==> src/rtl/alu_mc_if.sv <==
// Handshake and data bundle between an ALU producer/consumer and alu_mc.
interface alu_mc_if #(
  parameter int unsigned WIDTH = 32
);
  logic             in_valid;
  logic             in_ready;
  logic [WIDTH-1:0] a;
  logic [WIDTH-1:0] b;
  logic [3:0]       op;
  logic             out_valid;
  logic             out_ready;
  logic [WIDTH-1:0] result;
  logic             z_f;
  logic             n_f;
  logic             v_f;
  logic             c_f;
  logic             busy;

  modport master (
    output in_valid, a, b, op, out_ready,
    input  in_ready, out_valid, result, z_f, n_f, v_f, c_f, busy
  );

  modport slave (
    input  in_valid, a, b, op, out_ready,
    output in_ready, out_valid, result, z_f, n_f, v_f, c_f, busy
  );
endinterface

==> src/rtl/alu_mc.sv <==
// Multi-cycle ALU: single-cycle logic/add/shift ops, iterative mul/div
// (one shift-add or restoring-subtract step per cycle), valid/ready handshake.
module alu_mc #(
  parameter int unsigned WIDTH = 32,
  parameter int unsigned SHW   = $clog2(WIDTH)
) (
  input logic   clk,
  input logic   rst_n,
  alu_mc_if.slave bus
);

  localparam int unsigned MSB = WIDTH - 1;
  localparam int unsigned CW  = SHW + 1;

  typedef enum logic [1:0] {IDLE, CALC, DONE} state_t;

  state_t           state_q, state_d;
  logic [3:0]       op_q, op_d;
  logic [WIDTH-1:0] opd_q, opd_d;     // multiplicand or divisor
  logic [WIDTH-1:0] hi_q, hi_d;       // product high half or partial remainder
  logic [WIDTH-1:0] lo_q, lo_d;       // multiplier/product low half or quotient
  logic [CW-1:0]    cnt_q, cnt_d;
  logic [WIDTH-1:0] result_q, result_d;
  logic             z_q, z_d, n_q, n_d, v_q, v_d, c_q, c_d;

  logic [WIDTH-1:0] b_n;
  logic [WIDTH:0]   add_s, sub_s;
  logic             add_v, sub_v;
  logic [SHW-1:0]   sh;
  logic [WIDTH-1:0] fast_r;
  logic             fast_v, fast_c, fast_en;
  logic             is_iter;

  logic             is_mul;
  logic [WIDTH:0]   psum;
  logic [WIDTH:0]   dshift;
  logic             dge;
  logic [WIDTH-1:0] step_hi, step_lo, iter_r;

  assign bus.in_ready  = (state_q == IDLE);
  assign bus.busy      = (state_q != IDLE);
  assign bus.out_valid = (state_q == DONE);
  assign bus.result    = result_q;
  assign bus.z_f       = z_q;
  assign bus.n_f       = n_q;
  assign bus.v_f       = v_q;
  assign bus.c_f       = c_q;

  // Single-cycle datapath evaluated on the live operands at accept time.
  always_comb begin
    b_n     = ~bus.b;
    add_s   = {1'b0, bus.a} + {1'b0, bus.b};
    sub_s   = {1'b0, bus.a} + {1'b0, b_n} + (WIDTH+1)'(1);
    add_v   = (bus.a[MSB] == bus.b[MSB]) && (add_s[MSB] != bus.a[MSB]);
    sub_v   = (bus.a[MSB] == b_n[MSB])   && (sub_s[MSB] != bus.a[MSB]);
    sh      = bus.b[SHW-1:0];
    fast_r  = '0;
    fast_v  = 1'b0;
    fast_c  = 1'b0;
    fast_en = (bus.op < 4'd10);
    is_iter = (bus.op >= 4'd10) && (bus.op <= 4'd13);
    case (bus.op)
      4'd0: begin fast_r = add_s[MSB:0]; fast_c = add_s[WIDTH]; fast_v = add_v; end
      4'd1: begin fast_r = sub_s[MSB:0]; fast_c = sub_s[WIDTH]; fast_v = sub_v; end
      4'd2: fast_r = bus.a & bus.b;
      4'd3: fast_r = bus.a | bus.b;
      4'd4: fast_r = bus.a ^ bus.b;
      4'd5: fast_r = {{(WIDTH-1){1'b0}}, sub_s[MSB] ^ sub_v};
      4'd6: fast_r = {{(WIDTH-1){1'b0}}, ~sub_s[WIDTH]};
      4'd7: fast_r = bus.a << sh;
      4'd8: fast_r = bus.a >> sh;
      4'd9: fast_r = $signed(bus.a) >>> sh;
      default: fast_r = '0;
    endcase
  end

  // One iteration step: shift-add multiply or restoring divide.
  always_comb begin
    is_mul = (op_q[3:1] == 3'b101);
    psum   = {1'b0, hi_q} + (lo_q[0] ? {1'b0, opd_q} : '0);
    dshift = {hi_q, lo_q[MSB]};
    dge    = (dshift >= {1'b0, opd_q});
    if (is_mul) begin
      step_hi = psum[WIDTH:1];
      step_lo = {psum[0], lo_q[MSB:1]};
    end else begin
      step_hi = dge ? WIDTH'(dshift - {1'b0, opd_q}) : dshift[MSB:0];
      step_lo = {lo_q[MSB-1:0], dge};
    end
    // MUL/DIVU take the low/quotient half, MULHU/REMU the high/remainder half.
    iter_r = op_q[0] ? step_hi : step_lo;
  end

  // Next-state and next-datapath logic.
  always_comb begin
    state_d  = state_q;
    op_d     = op_q;
    opd_d    = opd_q;
    hi_d     = hi_q;
    lo_d     = lo_q;
    cnt_d    = cnt_q;
    result_d = result_q;
    z_d      = z_q;
    n_d      = n_q;
    v_d      = v_q;
    c_d      = c_q;
    case (state_q)
      IDLE: begin
        if (bus.in_valid) begin
          op_d = bus.op;
          if (is_iter) begin
            state_d = CALC;
            cnt_d   = '0;
            hi_d    = '0;
            if (bus.op[3:1] == 3'b101) begin
              opd_d = bus.a;
              lo_d  = bus.b;
            end else begin
              opd_d = bus.b;
              lo_d  = bus.a;
            end
          end else begin
            state_d  = DONE;
            result_d = fast_r;
            z_d      = fast_en && (fast_r == '0);
            n_d      = fast_en && fast_r[MSB];
            v_d      = fast_v;
            c_d      = fast_c;
          end
        end
      end
      CALC: begin
        hi_d  = step_hi;
        lo_d  = step_lo;
        cnt_d = cnt_q + CW'(1);
        if (cnt_q == CW'(WIDTH - 1)) begin
          state_d  = DONE;
          result_d = iter_r;
          z_d      = (iter_r == '0);
          n_d      = iter_r[MSB];
          v_d      = 1'b0;
          c_d      = 1'b0;
        end
      end
      DONE: begin
        if (bus.out_ready) state_d = IDLE;
      end
      default: state_d = IDLE;
    endcase
  end

  // State register.
  always_ff @(posedge clk or negedge rst_n) begin
    if (!rst_n) state_q <= IDLE;
    else        state_q <= state_d;
  end

  // Datapath, counter and output registers.
  always_ff @(posedge clk or negedge rst_n) begin
    if (!rst_n) begin
      op_q     <= '0;
      opd_q    <= '0;
      hi_q     <= '0;
      lo_q     <= '0;
      cnt_q    <= '0;
      result_q <= '0;
      z_q      <= 1'b0;
      n_q      <= 1'b0;
      v_q      <= 1'b0;
      c_q      <= 1'b0;
    end else begin
      op_q     <= op_d;
      opd_q    <= opd_d;
      hi_q     <= hi_d;
      lo_q     <= lo_d;
      cnt_q    <= cnt_d;
      result_q <= result_d;
      z_q      <= z_d;
      n_q      <= n_d;
      v_q      <= v_d;
      c_q      <= c_d;
    end
  end

endmodule

==> src/flat_wrapper.sv <==
// flat-port wrapper written by rule: the top's interface ports become plain ports
module alu_mc_flat 
#(
  parameter int unsigned WIDTH = 32,
  parameter int unsigned SHW   = $clog2(WIDTH)
)
  (clk, rst_n, bus_in_valid, bus_a, bus_b, bus_op, bus_out_ready, bus_in_ready, bus_out_valid, bus_result, bus_z_f, bus_n_f, bus_v_f, bus_c_f, bus_busy);
  alu_mc_if #(.WIDTH(WIDTH)) bus_i ();
  input logic clk;
  input logic rst_n;
  input wire logic [$bits(bus_i.in_valid)-1:0] bus_in_valid;
  input wire logic [$bits(bus_i.a)-1:0] bus_a;
  input wire logic [$bits(bus_i.b)-1:0] bus_b;
  input wire logic [$bits(bus_i.op)-1:0] bus_op;
  input wire logic [$bits(bus_i.out_ready)-1:0] bus_out_ready;
  output wire logic [$bits(bus_i.in_ready)-1:0] bus_in_ready;
  output wire logic [$bits(bus_i.out_valid)-1:0] bus_out_valid;
  output wire logic [$bits(bus_i.result)-1:0] bus_result;
  output wire logic [$bits(bus_i.z_f)-1:0] bus_z_f;
  output wire logic [$bits(bus_i.n_f)-1:0] bus_n_f;
  output wire logic [$bits(bus_i.v_f)-1:0] bus_v_f;
  output wire logic [$bits(bus_i.c_f)-1:0] bus_c_f;
  output wire logic [$bits(bus_i.busy)-1:0] bus_busy;
  assign bus_i.in_valid = bus_in_valid;
  assign bus_i.a = bus_a;
  assign bus_i.b = bus_b;
  assign bus_i.op = bus_op;
  assign bus_i.out_ready = bus_out_ready;
  assign bus_in_ready = bus_i.in_ready;
  assign bus_out_valid = bus_i.out_valid;
  assign bus_result = bus_i.result;
  assign bus_z_f = bus_i.z_f;
  assign bus_n_f = bus_i.n_f;
  assign bus_v_f = bus_i.v_f;
  assign bus_c_f = bus_i.c_f;
  assign bus_busy = bus_i.busy;
  alu_mc #(.WIDTH(WIDTH), .SHW(SHW)) u_core (.clk(clk), .rst_n(rst_n), .bus(bus_i));
endmodule
==> config.mk <==
export PLATFORM = sky130hd
export DESIGN_NAME = alu_mc_flat
export DESIGN_NICKNAME = d
export VERILOG_FILES = /design/src/rtl/alu_mc_if.sv /design/src/rtl/alu_mc.sv /design/src/flat_wrapper.sv
export SDC_FILE = /design/constraint.sdc
export NUM_CORES = 1
export LEC_CHECK = 0
export CORE_MARGIN = 4
export CORE_UTILIZATION = 30
export DETAILED_ROUTE_END_ITERATION = 8
export PLACE_DENSITY = 0.45
export SKIP_CTS_REPAIR_TIMING = 1
export SYNTH_ARGS = -nofsm -noshare
export SYNTH_HDL_FRONTEND = slang
export SYNTH_SLANG_ARGS = --single-unit
==> constraint.sdc <==
create_clock -name clk -period 9.5 [get_ports clk]
set_clock_uncertainty 0.2 [all_clocks]
set_input_delay 1.9 -clock clk [delete_from_list [all_inputs] [get_ports clk]]
set_output_delay 1.9 -clock clk [all_outputs]
set_load 0.02 [all_outputs]
After elaboration in Yosys (flattened, before gate mapping)
Index checks and enable logic that the tools add are counted.
W data, S select, Z words.
Word-level totals
  bits of input ports: 72
  flip-flop bits (word level): 144
  word-level logic and storage cells: 112
  output and inout bits: 39
Cells by class
  bitwise gates (word level): 6
  magnitude comparators: 4
  shift-type cells: 3
  reductions and logical operators: 16
  equal/unequal tests: 23
  $add $sub $neg: 6
  mux-type cells: 43
Operator list (count)
  $mux W32: 14
  $pmux W32 S10: 1
  $pmux W32 S2: 3
  $add A32 B32 Y33: 3
  $logic_not A32 Y1: 2
  $add A33 B1 Y33 const B: 1
  $ge A33 B32 Y1: 1
  $and A32 B32 Y32: 1
  $not A32 Y32: 1
  $or A32 B32 Y32: 1
  $shl A32 B5 Y32: 1
  $shr A32 B5 Y32: 1
  $sshr A32 B5 Y32: 1
  $sub A32 B32 Y32: 1
  $xor A32 B32 Y32: 1
  $eq A4 B3 Y1 const B: 4
  $mux W6: 2
  $pmux W1 S2: 6
  $pmux W6 S2: 1
  $mux W1: 11
  $reduce_and A3 Y1: 3
  $eq A4 B2 Y1 const B: 2
  $eq A4 B4 Y1 const B: 2
  $mux W2: 4
  22 further kinds: 33

Logic depth before layout (Yosys ltp)
  depth after elaboration: 12
  depth in mapped cells: 19
  mapped depth without buffers: 16

Worst setup path before layout
OpenSTA, ideal clock, no wires.
  path kind: input to register
  start: input bus_b[2]
  end: register u_core.z_q (netlist: u_core.bus.z_f)
  library setup time: 0.074 ns
  buffers on the path: 5
  setup slack: 2.737 ns
  data required time: 9.226 ns
  stages: 19
  arrival: 6.488 ns
  cells stage by stage: buf_2 > inv_1 > clkbuf_1 > buf_2 > buf_2 > buf_1 > ha_1 > a21oi_1 > o221ai_1 > a211oi_1 > o31a_1 > nor4_1 > o21ai_0 > nor4bb_1 > nand4_1 > or4_1 > or4_1 > o31a_1 > o21ai_2
Between the ends
  word-level cells in the longest chain between the ends: 12
  elaborated cells on any way between the ends: 20
  classes of those cells: add/sub: 3; eq/ne: 1; shift: 3; mux: 4; bitwise: 6; reduce/logical: 3
RTL lines
  from (decl): RTL line flat_wrapper.sv:13  | input wire logic [$bits(bus_i.b)-1:0] bus_b;
  $not A32 Y32: RTL line alu_mc.sv:51  | b_n = ~bus.b;
  $add A32 B32 Y33: RTL line alu_mc.sv:53  | sub_s = {1'b0, bus.a} + {1'b0, b_n} + (WIDTH+1)'(1);
  $add A33 B1 Y33: RTL line alu_mc.sv:53
  $ne A1 B1 Y1: RTL line alu_mc.sv:55  | sub_v = (bus.a[MSB] == b_n[MSB]) && (sub_s[MSB] != bus.a[MSB]);
  $logic_and A1 B1 Y1: RTL line alu_mc.sv:55
  $xor A1 B1 Y1: RTL line alu_mc.sv:68  | 4'd5: fast_r = {{(WIDTH-1){1'b0}}, sub_s[MSB] ^ sub_v};
  $pmux W32 S10 *: RTL line alu_mc.sv:62  | case (bus.op)
  $logic_not A32 Y1 *: RTL line alu_mc.sv:125  | z_d = fast_en && (fast_r == '0);
  $logic_and A1 B1 Y1 *: RTL line alu_mc.sv:125
  $mux W1 *: RTL line alu_mc.sv:111  | if (is_iter) begin
  $mux W1 *: RTL line alu_mc.sv:109  | if (bus.in_valid) begin
  $pmux W1 S2 *: RTL line alu_mc.sv:107  | case (state_q)
  to (signal assigned): RTL line alu_mc.sv:178  | z_q <= z_d;
  to (decl): RTL line alu_mc.sv:24  | logic z_q, z_d, n_q, n_d, v_q, v_d, c_q, c_d;
Mark *: on every way between the ends. The rest lies on a longest branch, timed or not. The select of a mux whose other input is x is not followed.
A chain may end at the register's enable or synchronous reset.

Worst setup path after layout
  start: input bus_a[9]
  end: register u_core.z_q (netlist: u_core.bus.z_f)
Between the ends
  word-level cells in the longest chain between the ends: 11
  elaborated cells on any way between the ends: 19
  classes of those cells: add/sub: 3; eq/ne: 1; shift: 3; mux: 4; bitwise: 5; reduce/logical: 3
RTL lines
  from (decl): RTL line flat_wrapper.sv:12  | input wire logic [$bits(bus_i.a)-1:0] bus_a;
  $add A32 B32 Y33: RTL line alu_mc.sv:53
  $add A33 B1 Y33: RTL line alu_mc.sv:53
  $ne A1 B1 Y1: RTL line alu_mc.sv:55
  $logic_and A1 B1 Y1: RTL line alu_mc.sv:55
  $xor A1 B1 Y1: RTL line alu_mc.sv:68
  $pmux W32 S10 *: RTL line alu_mc.sv:62
  $logic_not A32 Y1 *: RTL line alu_mc.sv:125
  $logic_and A1 B1 Y1 *: RTL line alu_mc.sv:125
  $mux W1 *: RTL line alu_mc.sv:111
  $mux W1 *: RTL line alu_mc.sv:109
  $pmux W1 S2 *: RTL line alu_mc.sv:107
Marks and branches as above.

==> impl_metrics.csv <==
group,metric,value,unit
yosys,synthFlopType,"dfrtp_1",
placed_design,port-buffer-count,110,
floorplan,coreArea,68700,um^2
yosys,syn_area,20900,um^2
floorplan,die_width,272,um
timing,clock.fmax,139,MHz
timing,hold_viol,0,
worst_setup_path,critPathSlowestCell,"o41ai_2",
drt,drc,0,
floorplan,fp.dieH,272,um
drt,met1_length,47.3,mm
worst_setup_path,critPathTopFamily,"compound AO/OA/AOI/OAI gates",
worst_setup_path,worstPathArrival,7380,ps
placed_design,dp_hpwl,86.3,mm
job,maxCapViolCount,0,
power_and_ir_drop,vdd_drop_max,0.000140,V
floorplan,start_util,30.3,%
final_layout,drive_gt1_share,7.30,%
floorplan,die_area,73800,um^2
timing,slew_headroom,18.9,%
drt,num_vias,23000,
yosys,yosys_warnings,0,
clocking,max-clock-path-buffers,2,
timing,rsz0062_at_grt,"no",
hold_path,min_path_type,"flip-flop to flip-flop",
worst_setup_path,path_buf_inv,4,
final_layout,final_nets,3060,
placed_design,place.gp.congestion,0.998,
yosys,synth_edf_count,0,
final_layout,final_common_cell,"nand2_1",
placed_design,post-place-cells,3719,
timing,worstMarginPinSlew,1200,ps
drt,drtPass1Iterations,5,
global_route,grt_pass1_wl,157,mm
timing,period_needed,7210,ps
final_layout,stdcell_count,3752,
worst_setup_path,cp-end-kind,"flip-flop",
worst_setup_path,critical_path.max_fanout,12,
worst_setup_path,setup.worst_path.start,"bus_a[9]",
global_route,grt_pass1_vias,22400,
global_route,antenna_found_initial,1,
worst_setup_path,cp.required,9670,ps
yosys,synth_seq_cells,144,
yosys,synth_nets,3071,
floorplan,io_pins,111,
final_layout,layout_common_cells,"nand2_1 (378), a21oi_1 (254), o21ai_0 (229)",
hold_path,min_from,"u_core.bus.result[0]",
yosys,synth_cells,2818,
drt,via_per_inst,6.13,
drt,route.met3.wl,6.17,mm
final_layout,area_delta_synth_final,11.9,%
yosys,async_flop_share,100,%
run_status,status,"complete, no violations",
global_route,grt_max_degree,88,
timing,slew_violations,0,
global_route,grt.overflow.total,0,
clocking,numCtsBuffers,17,
drt,wl_per_cell,28.9,um
yosys,syn_area_per_cell,7.40,um^2
final_layout,fill_cells,7499,
yosys,yosysSeqAreaShare,17.3,%
timing,setup-violations-final,0,
clocking,cts.clk_slew.worst_paths,60,ps
yosys,yosysUniqueCellTypes,93,
clocking,cts_tree,"built",
worst_setup_path,setup.worst_path.class,"input pin to flip-flop",
clocking,clk_latency,440,ps
drt,wl,109,mm
worst_setup_path,reg2reg_from,"u_core.lo_q[0]",
power_and_ir_drop,leakage,10.1,nW
clocking,cts.sinks,144,
global_route,grt_use_total,28.4,%
worst_setup_path,start_kind,"input pin",
power_and_ir_drop,power_density,261,nW/um^2
drt,wl_met2,50.3,mm
timing,hold_ws,276,ps
worst_setup_path,critPathMaxStageDelay,620,ps
drt,drt_iter0_drc,2086,
drt,ant_nets,0,
timing,finalCritPeriodShare,75.9,%
clocking,cts-root-buf,"clkbuf_16",
timing,tns,0,ps
floorplan,rows,96,
worst_setup_path,crit_chain,"clkdlybuf4s50_1, buf_4, inv_1, ha_1, inv_1, a21oi_1, a2111oi_1, a211oi_1, o41ai_2, nor4_1, nor4bb_1, nand4_1, or4_1, or4_1, o31a_1, o21ai_2",
clocking,htreeDepth,4,
drt,highest_layer,"met5",
power by group:
group	total [mW]	switching, mW	internal [mW]
Clock	0.676	0.290	0.386
Sequential	1.17	0.291	0.877
Combinational	4.24	2.73	1.51
Total	6.08	3.31	2.77
worst paths after layout:
| kind | endpoint | slack (ps) | cells past startpoint |
|---|---|---|---|
| setup / recovery | u_core.bus.z_f | 2290 | 16 |
| hold / removal | u_core.bus.result[0] | 280 | 2 |
| setup reg to reg | u_core.bus.z_f | 3570 | 16 |
| hold reg to reg | u_core.bus.result[0] | 280 | 2 |
| max in group asynchronous | u_core.bus.result[12] | 6370 | 2 |
| min in group asynchronous | u_core.opd_q[28] | 1290 | 1 |
worst register-to-register path: cells and delay by family, from the launching register on:
kind                       cells  cell delay, ps
adders and majority gates      2             620
and+or+nand+nor                5            1560
AOI/OAI and AO/OA              8            2290
buffers and inverters          1              70
DFF                            1            1120
stage by stage:
stage,utilization (%),instance area (um^2),total power [mW],setup WS [ps]
6_report,34.0,23300,6.08,2290
5_1_grt,34.0,23300,6.50,1980
4_1_cts,34.0,23300,6.04,2360
3_5_place_dp,33.1,22800,5.34,1900
3_3_place_gp,33.1,22800,5.33,1930
2_1_floorplan,-,20900,3.84,2740
layout make-up:
class / instances / area [um^2] / share of cell area (%)
Clock buffer: 19 / 433 / 1.86
Clock inverter: 13 / 140 / 0.601
Multi-Input combinational cell: 2321 / 15900 / 68.2
Antenna cell: 1 / 2.50 / 0.0107
Inverter: 160 / 601 / 2.57
Sequential cell: 144 / 3600 / 15.5
Timing Repair Buffer: 163 / 1480 / 6.36
Tap cell: 931 / 1160 / 4.99
state kept, by name (all words and copies together), names as in the netlist:
signal and count:
u_core.hi_q 32, u_core.bus.n_f 1, u_core.cnt_q 6, u_core.state_q 2, u_core.opd_q 32, u_core.bus.result 32
u_core.bus.v_f 1, u_core.bus.z_f 1, u_core.lo_q 32, u_core.op_q 4, u_core.bus.c_f 1
synth_stat cells (39+ instances only):
cell      instances  area share [%]
a211oi_1         39             1.4
a21oi_1         254             6.1
and2_1           50             1.5
clkbuf_1        148             2.7
dfrtp_1         144              17
ha_1            177              11
inv_1           156             2.8
mux2i_1          92             4.4
mux4_2           50             5.4
nand2_1         379             6.8
nand3_1          67             1.6
nor2_1          224             4.0
nor3_1           45             1.1
o211ai_1         41             1.5
o21ai_0         229             5.5
o221ai_1         42             1.8
cells by family after synthesis:
| group | share of synthesized area (%) |
|---|---|
| compound gates | 30.8 |
| simple gates | 20.6 |
| buf+inv | 6.68 |
| fa+ha+maj | 11.0 |
| mux | 11.1 |
| flops | 17.3 |
| xor+xnor | 2.56 |
metal layers:
layer	track usage, %	vias up
met5	0	-
met4	11.4	2
met3	3.01	170
met2	47.0	997
met1	38.0	11400
li1	-	10400
Power figures use the tool's default switching activity.
